==> src/rtl/mem_pkg.sv <==
`default_nettype none
// ============================================================================
// Module   : mem_pkg
// Purpose  : Shared types and default widths for the memory-access stage.
// Revision : 1.0 - initial release
// ============================================================================
package mem_pkg;

  localparam int DATA_W_DEF   = 16;
  localparam int REG_W_DEF    = 3;
  localparam int MAX_WAIT_DEF = 64;

  // Access controller states; ERR is terminal until reset.
  typedef enum logic [1:0] {
    IDLE = 2'd0,
    WAIT = 2'd1,
    ERR  = 2'd2
  } mem_state_e;

endpackage : mem_pkg
`default_nettype wire

==> src/rtl/dmem_if.sv <==
`default_nettype none
// ============================================================================
// Module   : dmem_if
// Purpose  : Handshaking data-memory bus. master = pipeline stage,
//            slave = data memory.
// Revision : 1.0 - initial release
// ============================================================================
interface dmem_if #(
  parameter int DATA_W = 16
);
  logic              req;
  logic              wr;
  logic [DATA_W-1:0] addr;
  logic [DATA_W-1:0] wdata;
  logic [DATA_W-1:0] rdata;
  logic              done;

  modport master (output req, wr, addr, wdata, input rdata, done);
  modport slave  (input req, wr, addr, wdata, output rdata, done);
endinterface : dmem_if
`default_nettype wire

==> src/rtl/mem_wb_reg.sv <==
`default_nettype none
// ============================================================================
// Module   : mem_wb_reg
// Purpose  : MEM/WB pipeline latch. Captures the incoming slot when not
//            stalled, otherwise inserts a bubble (valid/reg_wr cleared,
//            remaining fields held).
// Revision : 1.0 - initial release
// ============================================================================
module mem_wb_reg #(
  parameter int DATA_W = 16,
  parameter int REG_W  = 3
) (
  input  logic              clk,
  input  logic              rst_n,
  input  logic              bubble,
  input  logic              in_valid,
  input  logic [DATA_W-1:0] in_alu_out,
  input  logic [DATA_W-1:0] in_mem_data,
  input  logic [DATA_W-1:0] in_pc_next,
  input  logic              in_jal_en,
  input  logic              in_memToReg,
  input  logic              in_reg_wr,
  input  logic [REG_W-1:0]  in_wr_reg,
  output logic              wb_valid,
  output logic [DATA_W-1:0] wb_alu_out,
  output logic [DATA_W-1:0] wb_mem_data,
  output logic [DATA_W-1:0] wb_pc_next,
  output logic              wb_jal_en,
  output logic              wb_memToReg,
  output logic              wb_reg_wr,
  output logic [REG_W-1:0]  wb_wr_reg
);

  // Latch update: load the slot, or bubble by killing valid and reg_wr only.
  always_ff @(posedge clk or negedge rst_n) begin
    if (!rst_n) begin
      wb_valid    <= 1'b0;
      wb_alu_out  <= '0;
      wb_mem_data <= '0;
      wb_pc_next  <= '0;
      wb_jal_en   <= 1'b0;
      wb_memToReg <= 1'b0;
      wb_reg_wr   <= 1'b0;
      wb_wr_reg   <= '0;
    end else if (bubble) begin
      wb_valid  <= 1'b0;
      wb_reg_wr <= 1'b0;
    end else begin
      wb_valid    <= in_valid;
      wb_alu_out  <= in_alu_out;
      wb_mem_data <= in_mem_data;
      wb_pc_next  <= in_pc_next;
      wb_jal_en   <= in_jal_en;
      wb_memToReg <= in_memToReg;
      wb_reg_wr   <= in_reg_wr;
      wb_wr_reg   <= in_wr_reg;
    end
  end

endmodule : mem_wb_reg
`default_nettype wire

==> src/rtl/mem_access_stage.sv <==
`default_nettype none
// ============================================================================
// Module   : mem_access_stage
// Purpose  : Pipeline MEM stage. Issues loads/stores on a handshaking data
//            memory bus, stalls upstream while an access is outstanding,
//            traps misaligned accesses, and feeds the MEM/WB latch.
// Options  : MEM_TIMEOUT_EN - abort to ERR after MAX_WAIT wait cycles.
// Revision : 1.0 - initial release
// ============================================================================
module mem_access_stage
  import mem_pkg::*;
#(
  parameter int DATA_W   = DATA_W_DEF,
  parameter int REG_W    = REG_W_DEF,
  parameter int MAX_WAIT = MAX_WAIT_DEF
) (
  input  logic              clk,
  input  logic              rst_n,
  input  logic              ex_valid,
  input  logic [DATA_W-1:0] ex_alu_out,
  input  logic [DATA_W-1:0] ex_st_data,
  input  logic              ex_mem_rd,
  input  logic              ex_mem_wr,
  input  logic [DATA_W-1:0] ex_pc_next,
  input  logic              ex_jal_en,
  input  logic              ex_memToReg,
  input  logic              ex_reg_wr,
  input  logic [REG_W-1:0]  ex_wr_reg,
  dmem_if.master            dmem,
  output logic              mem_busy,
  output logic              wb_valid,
  output logic              wb_jal_en,
  output logic              wb_memToReg,
  output logic              wb_reg_wr,
  output logic [DATA_W-1:0] wb_mem_data,
  output logic [DATA_W-1:0] wb_alu_out,
  output logic [DATA_W-1:0] wb_pc_next,
  output logic [REG_W-1:0]  wb_wr_reg,
  output logic              err
);

  mem_state_e state, state_nxt;
  logic       mem_op;
  logic       req_fsm;
  logic       done_eff;
  logic       timeout;

  assign mem_op = ex_valid & (ex_mem_rd | ex_mem_wr);

`ifdef MEM_TIMEOUT_EN
  localparam int CNT_W = $clog2(MAX_WAIT + 1);
  logic [CNT_W-1:0] wait_cnt;

  // Wait counter: zero outside WAIT, so it restarts on every entry to WAIT.
  always_ff @(posedge clk or negedge rst_n) begin
    if (!rst_n) begin
      wait_cnt <= '0;
    end else if (state != WAIT) begin
      wait_cnt <= '0;
    end else begin
      wait_cnt <= wait_cnt + 1'b1;
    end
  end

  assign timeout = (wait_cnt == CNT_W'(MAX_WAIT - 1));
`else
  assign timeout = 1'b0;
`endif

  // State register.
  always_ff @(posedge clk or negedge rst_n) begin
    if (!rst_n) begin
      state <= IDLE;
    end else begin
      state <= state_nxt;
    end
  end

  // Next-state and request decode; a same-cycle done always beats timeout.
  always_comb begin
    state_nxt = state;
    req_fsm   = 1'b0;
    case (state)
      IDLE: begin
        if (mem_op) begin
          if (ex_alu_out[0]) begin
            state_nxt = ERR;
          end else begin
            req_fsm = 1'b1;
            if (!dmem.done) state_nxt = WAIT;
          end
        end
      end
      WAIT: begin
        req_fsm = 1'b1;
        if (dmem.done)    state_nxt = IDLE;
        else if (timeout) state_nxt = ERR;
      end
      ERR:     state_nxt = ERR;
      default: state_nxt = IDLE;
    endcase
  end

  // Request is gated by rst_n so it drops as soon as reset asserts.
  assign dmem.req   = req_fsm & rst_n;
  assign dmem.wr    = dmem.req & ex_mem_wr;
  assign dmem.addr  = ex_alu_out;
  assign dmem.wdata = ex_st_data;

  // A done strobe only counts while our request is on the bus.
  assign done_eff = dmem.done & req_fsm;
  assign mem_busy = (mem_op & ~done_eff) | (state == ERR);
  assign err      = (state == ERR);

  mem_wb_reg #(
    .DATA_W (DATA_W),
    .REG_W  (REG_W)
  ) u_mem_wb_reg (
    .clk         (clk),
    .rst_n       (rst_n),
    .bubble      (mem_busy),
    .in_valid    (ex_valid),
    .in_alu_out  (ex_alu_out),
    .in_mem_data (ex_mem_rd ? dmem.rdata : '0),
    .in_pc_next  (ex_pc_next),
    .in_jal_en   (ex_jal_en),
    .in_memToReg (ex_memToReg),
    .in_reg_wr   (ex_reg_wr & ex_valid),
    .in_wr_reg   (ex_wr_reg),
    .wb_valid    (wb_valid),
    .wb_alu_out  (wb_alu_out),
    .wb_mem_data (wb_mem_data),
    .wb_pc_next  (wb_pc_next),
    .wb_jal_en   (wb_jal_en),
    .wb_memToReg (wb_memToReg),
    .wb_reg_wr   (wb_reg_wr),
    .wb_wr_reg   (wb_wr_reg)
  );

endmodule : mem_access_stage
`default_nettype wire

==> src/flat_wrapper.sv <==
// flat-port wrapper written by rule: the top's interface ports become plain ports
module mem_access_stage_flat import mem_pkg::*;
#(
  parameter int DATA_W   = DATA_W_DEF,
  parameter int REG_W    = REG_W_DEF,
  parameter int MAX_WAIT = MAX_WAIT_DEF
)
  (clk, rst_n, ex_valid, ex_alu_out, ex_st_data, ex_mem_rd, ex_mem_wr, ex_pc_next, ex_jal_en, ex_memToReg, ex_reg_wr, ex_wr_reg, mem_busy, wb_valid, wb_jal_en, wb_memToReg, wb_reg_wr, wb_mem_data, wb_alu_out, wb_pc_next, wb_wr_reg, err, dmem_req, dmem_wr, dmem_addr, dmem_wdata, dmem_rdata, dmem_done);
  dmem_if #(.DATA_W(DATA_W)) dmem_i ();
  input  logic clk;
  input  logic rst_n;
  input  logic ex_valid;
  input  logic [DATA_W-1:0] ex_alu_out;
  input  logic [DATA_W-1:0] ex_st_data;
  input  logic ex_mem_rd;
  input  logic ex_mem_wr;
  input  logic [DATA_W-1:0] ex_pc_next;
  input  logic ex_jal_en;
  input  logic ex_memToReg;
  input  logic ex_reg_wr;
  input  logic [REG_W-1:0] ex_wr_reg;
  output logic mem_busy;
  output logic wb_valid;
  output logic wb_jal_en;
  output logic wb_memToReg;
  output logic wb_reg_wr;
  output logic [DATA_W-1:0] wb_mem_data;
  output logic [DATA_W-1:0] wb_alu_out;
  output logic [DATA_W-1:0] wb_pc_next;
  output logic [REG_W-1:0] wb_wr_reg;
  output logic err;
  output wire logic [$bits(dmem_i.req)-1:0] dmem_req;
  output wire logic [$bits(dmem_i.wr)-1:0] dmem_wr;
  output wire logic [$bits(dmem_i.addr)-1:0] dmem_addr;
  output wire logic [$bits(dmem_i.wdata)-1:0] dmem_wdata;
  input wire logic [$bits(dmem_i.rdata)-1:0] dmem_rdata;
  input wire logic [$bits(dmem_i.done)-1:0] dmem_done;
  assign dmem_req = dmem_i.req;
  assign dmem_wr = dmem_i.wr;
  assign dmem_addr = dmem_i.addr;
  assign dmem_wdata = dmem_i.wdata;
  assign dmem_i.rdata = dmem_rdata;
  assign dmem_i.done = dmem_done;
  mem_access_stage #(.DATA_W(DATA_W), .REG_W(REG_W), .MAX_WAIT(MAX_WAIT)) u_core (.clk(clk), .rst_n(rst_n), .ex_valid(ex_valid), .ex_alu_out(ex_alu_out), .ex_st_data(ex_st_data), .ex_mem_rd(ex_mem_rd), .ex_mem_wr(ex_mem_wr), .ex_pc_next(ex_pc_next), .ex_jal_en(ex_jal_en), .ex_memToReg(ex_memToReg), .ex_reg_wr(ex_reg_wr), .ex_wr_reg(ex_wr_reg), .dmem(dmem_i), .mem_busy(mem_busy), .wb_valid(wb_valid), .wb_jal_en(wb_jal_en), .wb_memToReg(wb_memToReg), .wb_reg_wr(wb_reg_wr), .wb_mem_data(wb_mem_data), .wb_alu_out(wb_alu_out), .wb_pc_next(wb_pc_next), .wb_wr_reg(wb_wr_reg), .err(err));
endmodule
==> config.mk <==
export PLATFORM = sky130hd
export DESIGN_NAME = mem_access_stage_flat
export DESIGN_NICKNAME = d
export VERILOG_FILES = /design/src/rtl/mem_pkg.sv /design/src/rtl/dmem_if.sv /design/src/rtl/mem_wb_reg.sv /design/src/rtl/mem_access_stage.sv /design/src/flat_wrapper.sv
export SDC_FILE = /design/constraint.sdc
export NUM_CORES = 1
export LEC_CHECK = 0
export ABC_CLOCK_PERIOD_IN_PS = 2000
export BUFFER_PORTS_ARGS = -buffer_cell sky130_fd_sc_hd__buf_2
export CAP_MARGIN = 20
export CORE_MARGIN = 2
export CORE_UTILIZATION = 40
export CTS_BUF_LIST = sky130_fd_sc_hd__clkbuf_4 sky130_fd_sc_hd__clkbuf_8 sky130_fd_sc_hd__clkbuf_16
export CTS_CLUSTER_SIZE = 12
export DETAILED_ROUTE_END_ITERATION = 16
export GPL_TIMING_DRIVEN = 0
export PLACE_DENSITY = 0.75
export SLEW_MARGIN = 0
export SYNTH_ARGS = -nofsm -noshare
export SYNTH_HDL_FRONTEND = slang
export SYNTH_SLANG_ARGS = --single-unit
==> constraint.sdc <==
create_clock -name clk -period 2 [get_ports clk]
set_clock_uncertainty 0.1 [all_clocks]
set_input_delay 0.2 -clock clk [delete_from_list [all_inputs] [get_ports clk]]
set_output_delay 0.2 -clock clk [all_outputs]
set_load 0.01 [all_outputs]
## Word-level counts from Yosys, hierarchy flattened

Cells that the tools add are included.

- Add/sub/neg operators: 0
- Multiply operators: 0
- Divide/modulo/power cells: 0
- Order comparisons: 0
- Equality and inequality tests: 5
- Shifts and indexed selects: 0
- Multiplexer cells: 11
- Bitwise operators: 9
- Reductions and logical operators: 2

Operators by type and width:

| kind | count |
|---|---|
| $mux W16 | 1 |
| $mux W2 | 4 |
| $and A1 B1 Y1 | 6 |
| $pmux W2 S3 | 1 |
| $mux W1 | 4 |
| $ne A3 B3 Y1 const B | 1 |
| $reduce_and A3 Y1 | 1 |
| $eq A2 B1 Y1 const B | 1 |
| $eq A2 B2 Y1 const B | 1 |
| $logic_not A2 Y1 | 1 |
| $ne A2 B1 Y1 const B | 1 |
| $ne A2 B2 Y1 const B | 1 |
| $or A1 B1 Y1 | 2 |
| $pmux W1 S2 | 1 |
| $not A1 Y1 | 1 |

- Bits in registers: 57
- Bits in latches: 0
- Memory bits (writable): 0
- Memory bits (read-only): 0
- Input bits: 76
- Output and inout port bits: 91
- Memories kept: 0

## Longest topological paths before layout

Gate-level depths: netlist (run 1).

- Depth in word-level cells: 9
- Depth in mapped cells: 6
- Gate-level depth less buffers: 4

## By module

Synthesis (run 1) repeated with hierarchy kept, for this count alone.

- Cell total of the unflattened synthesis: 181
- Area, all modules: 2785.2 um2

By module, submodules not included:

| module | times used | cells each | area an instance (um2) | sequential area each (um2) |
|---|---|---|---|---|
| mem_wb_reg | 1 | 116 | 2272.2 | 1376.3 |
| mem_access_stage | 1 | 65 | 513.0 | 50.0 |

## Worst setup path before layout (run 1)

OpenSTA, ideal clock, no wires.

- Path type: reg-to-reg
- From: reg u_core.state[1]
- To: reg u_core.u_mem_wb_reg.wb_alu_out[10]
- Setup time: 0.125 ns
- Arrival time: 1.491 ns
- Data required time: 1.775 ns
- Setup slack: 0.284 ns
- Cell stages (with the launch flop): 7
- Cell sequence: dfrtp_1 -> nand2b_1 -> a21oi_1 -> a2bb2oi_2 -> buf_6 -> buf_12 -> mux2_4

- Cells in the longest elaborated chain, start to end: 6
- Elaborated cells on any way between the ends: 8
- Classes of those cells: eq/ne: 2; mux: 1; bitwise: 4; reduce/logical: 1

RTL lines:

| what | RTL line | RTL |
|---|---|---|
| start, declared | mem_access_stage.sv:42 | `mem_state_e state, state_nxt;` |
| start signal, assigned | mem_access_stage.sv:75 | `state <= state_nxt;` |
| $eq A2 B1 Y1 or $logic_not A2 Y1 (tied branches) | mem_access_stage.sv:83 | `case (state)` |
| $pmux W1 S2 | mem_access_stage.sv:83 |  |
| $and A1 B1 Y1 | mem_access_stage.sv:111 | `assign done_eff = dmem.done & req_fsm;` |
| $not A1 Y1 | mem_access_stage.sv:112 | `assign mem_busy = (mem_op & ~done_eff) \| (state == ERR);` |
| $and A1 B1 Y1 | mem_access_stage.sv:112 |  |
| $or A1 B1 Y1 (*) | mem_access_stage.sv:112 |  |
| end signal, assigned | mem_wb_reg.sv:50 | `wb_alu_out <= in_alu_out;` |
| end, declared | mem_wb_reg.sv:25 | `output logic [DATA_W-1:0] wb_alu_out,` |

Every way passes the cells marked *; elsewhere a longest branch is shown, timed or not.
A chain may end at the register's enable or synchronous reset.

## Worst setup path in the final report (run 1)

- From: in dmem_done
- To: reg u_core.u_mem_wb_reg.wb_alu_out[10]

- Cells in the longest elaborated chain, start to end: 4

RTL lines:

| what | RTL line | RTL |
|---|---|---|
| start, declared | flat_wrapper.sv:37 | `input wire logic [$bits(dmem_i.done)-1:0] dmem_done;` |
| $and A1 B1 Y1 | mem_access_stage.sv:111 |  |
| $not A1 Y1 | mem_access_stage.sv:112 |  |
| $and A1 B1 Y1 | mem_access_stage.sv:112 |  |
| $or A1 B1 Y1 | mem_access_stage.sv:112 |  |

Every way passes these cells.

==> flow_summary.toml, run 1 <==
[clocking]
clkTransAtPathRegs_ns = 0.06
clock_latency_ns = 0.32
cts_tree = "yes"
cts_buffer_depth = 2
cts.sinks = 57
numCtsBuffers = 9
root_buffer = "clkbuf_8"
cts-htree-levels = 3

[logic_synthesis]
synth_fp_nets = 282
synth_area_um2 = 2718
synthCells = 206
yosys_warnings = 0
ys_seq_area_share_pct = 52.49
synth_seq_cells = 57
syn_avg_cell_area_um2 = 13.19
ys_types = 23

[grt]
grt_pass1_vias = 2006
grt_max_degree = 36
grt_antenna_before_repair = 0
grt.overflow.total = 0
grtUsageTotal_pct = 15.61
grt_pass1_wl_mm = 9.149

[timing]
worst_pin_slew_ns = 0.4596
setup_viol = 0
final-hold-violation-count = 0
slew_headroom_pct = 69.36
fin_crit_ns = 1.942
slew_violations = 0
timing.fmax_ghz = 0.5150
post-route-period-util_pct = 97.09

[die]
die_h_um = 86.43
dieArea_um2 = 7469
core_area_um2 = 6681
initial_utilization_pct = 40.67
io_pins = 167
die_x_um = 86.43
row_count = 30

[final_layout]
design_area_um2 = 3971
antenna_cells = 0
fin_util_pct = 59.44
area_delta_synth_final_pct = 46.13
nets = 463
layout_common_cells = "149 x buf_2, 56 x dfrtp_1, 34 x buf_4"
drive_above_1_share_pct = 62.76
layout_commonest_cell = "buf_2"
nFillCells = 558
top_regs = "u_core.u_mem_wb_reg.wb_alu_out x16, u_core.u_mem_wb_reg.wb_mem_data x16, u_core.u_mem_wb_reg.wb_pc_next x16"

[power]
vdd_drop_max_mv = 0.6216
p_leak_uw = 0.002084
p_total_uw = 4662
p_per_area_nw_per_um2 = 1174

[drt]
drc = 0
wl_mm = 5.892
via_count = 2071
wl_per_cell_um = 12.48
ant_nets = 0
dr.pass1.iters = 4
initialDrtViolationCount = 34
via_per_inst = 4.388

[status]
status = "finished clean"

[setup_path]
critPathMaxFanout = 10
arrival_ns = 2.04
cp-start-kind = "primary input"
path_class = "primary input to flop"
r2r_setup_slack_ns = 0.13
cp-end-kind = "flop"
cp_data_required_time_ns = 2.10

[place]
gp_congestion = 0.7185
io_buffers = 149
dp_hpwl_mm = 4.192
placed_area_um2 = 3583

[min_path]
hold_class = "primary input to flop"

[flow_run]
cap_violations = 0
[routing by layer]
metal | up-vias | global-route usage [%] | part of all wire, %
li1 | 1000 | - | -
met4 | 0 | 6.392 | 1.0
met2 | 92 | 26.36 | 51
met5 | - | 0 | 0
met3 | 6 | 3.714 | 7.2
met1 | 973 | 19.19 | 41
[critical path, stage by stage]
cell	delay, ns
dlygate4sd3_1	0.53
buf_2	0.13
nand2b_1	0.08
a21oi_2	0.12
a2bb2oi_2	0.15
buf_6	0.11
buf_4	0.22
buf_12	0.18
mux2_4	0.30
[Yosys cell counts (all sizes together)]
master,count,area share (%)
mux2i,16,5.9
nor2b,1,0.23
a21oi,5,0.92
nor3,1,0.18
inv,19,2.6
o21bai,1,0.28
o21ai,2,0.37
o21a,1,0.28
clkbuf,1,0.14
buf,39,13
and3,2,0.46
mux2,36,19
and2,2,0.46
dfrtp,57,52
nand2b,1,0.23
nor2,3,0.41
a2bb2oi,1,0.55
nand2,18,2.5
[logic make-up (layout without fill, tap and decap cells)]
kind of cell / Yosys count / after routing / synth area share (%)
AOI/OAI and AO/OA: 10 / 10 / 2.394
buffers and inverters: 59 / 245 / 15.56
DFF: 57 / 57 / 52.49
muxes: 52 / 52 / 25.09
and+or+nand+nor: 28 / 28 / 4.466
[path summary, 6_finish.rpt]
kind                                                            to                               start  cells past startpoint
worst max register to register  u_core.u_mem_wb_reg.wb_alu_out[10]                     u_core.state[1]                      7
max in group asynchronous        u_core.u_mem_wb_reg.wb_pc_next[6]                               rst_n                      3
min in group asynchronous        u_core.u_mem_wb_reg.wb_alu_out[3]                               rst_n                      2
worst min-delay path             u_core.u_mem_wb_reg.wb_pc_next[5]                       ex_pc_next[5]                      2
worst min register to register  u_core.u_mem_wb_reg.wb_pc_next[12]  u_core.u_mem_wb_reg.wb_pc_next[12]                      1
worst max-delay path            u_core.u_mem_wb_reg.wb_alu_out[10]                           dmem_done                      9
[cell type report]
type | instances | area [um2] | area share, %
Sequential cell | 57 | 1428 | 35.95
Timing Repair Buffer | 170 | 963.4 | 24.26
Multi-Input combinational cell | 90 | 872.1 | 21.96
Buffer | 40 | 355.3 | 8.948
Clock buffer | 13 | 166.4 | 4.190
Tap cell | 80 | 100.1 | 2.520
Inverter | 19 | 71.32 | 1.796
Clock inverter | 3 | 15.01 | 0.3781
[where the power goes]
group,total (uW),switching (uW),internal [uW],leakage (uW)
clock network,970,431,539,0.000100
registers,1950,269,1680,0.000688
logic,1740,743,1000,0.00130
[per-stage QoR]
stage | hold slack, ns | cells | setup TNS [ns] | setup WS (ns)
after detailed placement | 0.1336 | 436 | 0 | 0.1529
after global placement | 0.3009 | 435 | 0 | 0.07571
after CTS | 0.00005082 | 470 | 0 | 0.02214
after global routing | 0.0005375 | 472 | -0.01182 | -0.01112
final | 0.01800 | 472 | 0 | 0.05820
after floorplan | -0.1956 | 206 | 0 | 0.2842
[what timing repair did]
item / CTS / global route
hold endpoints to repair: 37 / 2
buffers inserted: 2 / 0
hold buffers: 16 / 2
setup endpoints to repair: 1 / 33
gates resized for setup: 1 / 3
No activity file was read; power rests on OpenSTA's default activity.
==> run 2: changes to the inputs <==
--- a/config.mk
+++ b/config.mk
@@ -8,13 +8,15 @@
 export ABC_CLOCK_PERIOD_IN_PS = 2000
 export BUFFER_PORTS_ARGS = -buffer_cell sky130_fd_sc_hd__buf_2
 export CAP_MARGIN = 20
+export CELL_PAD_IN_SITES_DETAIL_PLACEMENT = 0
+export CELL_PAD_IN_SITES_GLOBAL_PLACEMENT = 1
 export CORE_MARGIN = 2
-export CORE_UTILIZATION = 40
+export CORE_UTILIZATION = 32
 export CTS_BUF_LIST = sky130_fd_sc_hd__clkbuf_4 sky130_fd_sc_hd__clkbuf_8 sky130_fd_sc_hd__clkbuf_16
 export CTS_CLUSTER_SIZE = 12
 export DETAILED_ROUTE_END_ITERATION = 16
 export GPL_TIMING_DRIVEN = 0
-export PLACE_DENSITY = 0.75
+export PLACE_DENSITY_LB_ADDON = 0.1
 export SLEW_MARGIN = 0
 export SYNTH_ARGS = -nofsm -noshare
 export SYNTH_HDL_FRONTEND = slang
==> flow_summary.toml, run 2 (synthesis gave the netlist of run 1 again) <==
[setup_path]
path_class = "flop to output port"
max_stage_delay_ns = 0.40
cp-start-kind = "flop"
worst_path_max_delay_cell = "dfrtp_2"
r2r_end = "u_core.u_mem_wb_reg.wb_pc_next[2]"
timing.rr.start = "u_core.state[1]"
critPathMaxFanout = 10
rr_worst_depth = 7
r2r_setup_slack_ns = 0.15
cp_data_required_time_ns = 1.70
crit_chain = "nand2b_4 -> a21oi_2 -> a2bb2oi_2 -> buf_6 -> buf_12 -> inv_1 -> buf_2"
cp-end-kind = "output port"
arrival_ns = 1.56

[drt]
wl_per_cell_um = 12.99
initialDrtViolationCount = 31
dr.pass1.iters = 4
wl_mm = 6.481
drc = 0
via_per_inst = 4.166
ant_nets = 0
via_count = 2079

[min_path]
hold_class = "primary input to async pin"

[final_layout]
antenna_cells = 0
drive_above_1_share_pct = 62.69
area_delta_synth_final_pct = 48.94
design_area_um2 = 4048
top_regs = "u_core.u_mem_wb_reg.wb_alu_out x16, u_core.u_mem_wb_reg.wb_mem_data x16, u_core.u_mem_wb_reg.wb_pc_next x16"
nFillCells = 772
layout_common_cells = "150 x buf_2, 55 x dfrtp_1, 34 x buf_4"
layout_commonest_cell = "buf_2"
nets = 466

[die]
initial_utilization_pct = 33.07
die_h_um = 96.16
row_count = 33
core_area_um2 = 8217
die_x_um = 96.16
dieArea_um2 = 9246
io_pins = 167

[timing]
worst_pin_slew_ns = 0.8376
rsz0062_at_grt = "no"
fin_setup_tns_ns = 0
fin_crit_ns = 1.856
post-route-period-util_pct = 92.81
whs_ns = -0.1223
timing.fmax_ghz = 0.5387
setup_viol = 0
final-hold-violation-count = 33
slew_violations = 0
slew_headroom_pct = 44.16

[power]
p_total_uw = 4717
p_per_area_nw_per_um2 = 1165
p_leak_uw = 0.002100
vdd_drop_max_mv = 0.4275

[grt]
grtUsageTotal_pct = 14.31
gr-usage-met3_pct = 4.855
busiest_layer = "met2"
grt_max_degree = 37
grt_use_met2_pct = 21.24
grt_antenna_before_repair = 0
grt_pass1_vias = 2020
met1_usage_pct = 19.11
grt_pass1_wl_mm = 9.942
grt.overflow.total = 0

[clocking]
clkTransAtPathRegs_ns = 0.07
clock_latency_ns = 0.32
cts_hold_buffers = 21
cts_buffer_depth = 2
root_buffer = "clkbuf_8"
cts-htree-levels = 3
numCtsBuffers = 9
cts.sinks = 57
cts_tree = "yes"

[status]
status = "finished, violations left"
violations = "hold timing"

[place]
gp_congestion = 0.7354
io_buffers = 149
dp_hpwl_mm = 4.663
placed_area_um2 = 3615

[flow_run]
cap_violations = 0
-- run 2: how the worst max path moves through the flow --
| stage | startpoint | to | slack, ns | cells after the start |
|---|---|---|---|---|
| finish | u_core.state[1] | mem_busy | 0.14 | 7 |
| global route | u_core.state[1] | mem_busy | 0.05 | 7 |
| CTS | u_core.state[1] | mem_busy | 0.007 | 7 |
| detailed placement | u_core.state[1] | u_core.u_mem_wb_reg.wb_alu_out[10] | 0.14 | 6 |
| global placement | rst_n | dmem_wr | -0.03 | 3 |
| floorplan | u_core.state[1] | u_core.u_mem_wb_reg.wb_alu_out[10] | 0.28 | 6 |
-- run 2: cell type report --
type	count	area (um2)	area share, %
Clock inverter	2	12.51	0.3091
Timing Repair Buffer	173	991.0	24.48
Tap cell	105	131.4	3.246
Buffer	40	360.3	8.903
Clock buffer	13	172.7	4.266
Sequential cell	57	1429	35.30
Multi-Input combinational cell	90	879.6	21.73
Inverter	19	71.32	1.762
-- run 2: stage by stage --
stage / setup slack, ns / instances / hold WS [ns] / util (%)
after floorplan: 0.2842 / 206 / -0.1956 / -
after global placement: -0.03355 / 460 / 0.3091 / 43.75
after detailed placement: 0.1384 / 461 / 0.2737 / 43.99
after CTS: 0.006603 / 499 / -0.09545 / 49.00
after global routing: 0.04814 / 499 / -0.05953 / 49.26
final: 0.1438 / 499 / -0.1223 / 49.26
-- run 2: metal layers --
| metal | wire (um) | part of all wire (%) | up-vias |
|---|---|---|---|
| met3 | 728 | 11 | 5 |
| met4 | 48 | 0.74 | 0 |
| met2 | 2838 | 44 | 111 |
| met1 | 2865 | 44 | 961 |
| met5 | 0 | 0 | - |
| li1 | - | - | 1002 |
-- run 2: critical path: cells and delay by family, from the launching register on --
kind | cells | cell delay [ns]
buffers and inverters | 4 | 0.42
and+or+nand+nor | 1 | 0.14
DFF | 1 | 0.40
AOI/OAI and AO/OA | 2 | 0.27
-- run 2: repair_timing --
item / 4_1_cts / 5_1_grt
endpoints found under the hold margin: 54 / 33
pin swaps: 0 / 0
endpoints found under the setup margin: 1 / 24
setup buffers: 2 / 0
gates resized for setup: 1 / 5
-- run 2: where the power goes --
group	leakage (uW)	switching [uW]	internal (uW)
clock network	0.0000949	437	556
logic	0.00132	779	1010
registers	0.000686	259	1680
total	0.00210	1470	3240
==> run 3: changes to the inputs <==
==> constraint.sdc (replaced) <==
create_clock -name clk -period 2 [get_ports clk]
set_clock_uncertainty 0.1 [all_clocks]
set_input_delay 0.1 -clock clk [delete_from_list [all_inputs] [get_ports clk]]
set_output_delay 0.1 -clock clk [all_outputs]
set_load 0.01 [all_outputs]
==> flow_summary.toml, run 3 (synthesis gave the netlist of run 1 again) <==
[final_layout]
nets = 509
antenna_cells = 0
nFillCells = 723
area_delta_synth_final_pct = 64.18
drive_above_1_share_pct = 56.52
layout_common_cells = "149 x buf_2, 62 x dlygate4sd3_1, 56 x dfrtp_1"
layout_commonest_cell = "buf_2"
final_cell_count_no_fill = 542
multiInputGateArea_um2 = 872.1
register_area_um2 = 1428
top_regs = "u_core.u_mem_wb_reg.wb_alu_out x16, u_core.u_mem_wb_reg.wb_mem_data x16, u_core.u_mem_wb_reg.wb_pc_next x16"

[die]
row_count = 33
die_h_um = 96.16
die_x_um = 96.16
core_area_um2 = 8217
dieArea_um2 = 9246
io_pins = 167
initial_utilization_pct = 33.07

[min_path]
holdCritStartpoint = "ex_mem_rd"
hold_class = "primary input to flop"
min_path_cells = 3

[drt]
initialDrtViolationCount = 34
via_per_inst = 4.131
wl_met1_mm = 3.046
wl_per_cell_um = 12.72
wl_mm = 6.893
wl_met2_mm = 3.137
wl_met3_um = 633
drc = 0
routed.top_layer = "met4"
ant_nets = 0
via_count = 2239
dr.pass1.iters = 4

[timing]
rsz0062_at_grt = "no"
post-route-period-util_pct = 94.67
worst_pin_slew_ns = 0.5221
fin_crit_ns = 1.893
fin_setup_tns_ns = 0
whs_ns = 0.01940
timing.fmax_ghz = 0.5282
slew_violations = 0
final-hold-violation-count = 0
setup_viol = 0
slew_headroom_pct = 65.19

[clocking]
numCtsBuffers = 9
clkTransAtPathRegs_ns = 0.06
clock_latency_ns = 0.32
cts-htree-levels = 3
cts_tree = "yes"
cts.sinks = 57
root_buffer = "clkbuf_8"
cts_buffer_depth = 2

[setup_path]
critPathMaxFanout = 10
cp-start-kind = "flop"
cp_data_required_time_ns = 2.10
path_class = "flop to flop"
arrival_ns = 2.00
rr_worst_depth = 7
worstSetupStartpoint = "u_core.state[1]"
cp-end-kind = "flop"
timing.rr.start = "u_core.state[1]"

[grt]
grt_pass1_vias = 2212
grt_pass1_wl_mm = 10.55
grtUsageTotal_pct = 15.17
grt_antenna_before_repair = 0
grt.overflow.total = 0
grt_max_degree = 37

[power]
p_per_area_nw_per_um2 = 1073
vdd_drop_max_mv = 0.4311
p_leak_uw = 0.002265
p_total_uw = 4787

[status]
status = "finished clean"

[place]
dp.cells = 461
gp_congestion = 0.7354
io_buffers = 149
dp_hpwl_mm = 4.663

[flow_run]
cap_violations = 0
## run 3: routing by layer
layer	vias up	global-route usage, %
met4	0	5.714
li1	1088	-
met3	9	4.150
met5	-	0
met2	112	24.31
met1	1030	19.52
## run 3: power breakdown
part	leakage [uW]	switching, uW	total (uW)	internal (uW)
clock network	0.0000949	435	991	556
registers	0.000688	261	1940	1680
logic	0.00148	797	1860	1060
## run 3: cell type report
| type | instances | share of cell area [%] |
|---|---|---|
| sequential | 57 | 32.00 |
| timing repair buffer | 216 | 31.80 |
| multi-input combinational | 90 | 19.55 |
| buffer | 40 | 7.964 |
| clock buffer | 13 | 3.870 |
| tap | 105 | 2.944 |
| inverter | 19 | 1.598 |
| clock inverter | 2 | 0.2804 |
## run 3: path summary, 6_finish.rpt
kind / to / slack [ns]
setup / recovery: u_core.u_mem_wb_reg.wb_pc_next[0] / 0.11
hold / removal: u_core.u_mem_wb_reg.wb_mem_data[7] / 0.02
setup reg to reg: u_core.u_mem_wb_reg.wb_pc_next[0] / 0.11
hold reg to reg: u_core.u_mem_wb_reg.wb_alu_out[15] / 0.40
max in group asynchronous: u_core.u_mem_wb_reg.wb_mem_data[6] / 1.07
min in group asynchronous: u_core.u_mem_wb_reg.wb_alu_out[7] / 0.21
## run 3: critical path, cell delays in order (launching register included)
cell       delay (ns)
dfrtp_2          0.44
nand2b_1         0.19
a21oi_2          0.13
a2bb2oi_2        0.16
buf_6            0.13
buf_4            0.18
buf_12           0.16
mux2_4           0.30
## run 3: stage by stage
step,setup WS [ns],cell area [um2],utilization [%]
floorplan,0.2842,2718,-
global placement,0.1245,3595,43.75
detailed placement,0.1384,3615,43.99
CTS,0.004629,4436,53.98
global route,0.01364,4462,54.30
finish,0.1067,4462,54.30
## run 3: what timing repair did
action                                  4_1_cts  5_1_grt
hold buffers                                 62        0
pin swaps                                     0        0
endpoints found under the hold margin        90        0
endpoints found under the setup margin        1       23
resized for setup                             0        4
buffers inserted                              2        2
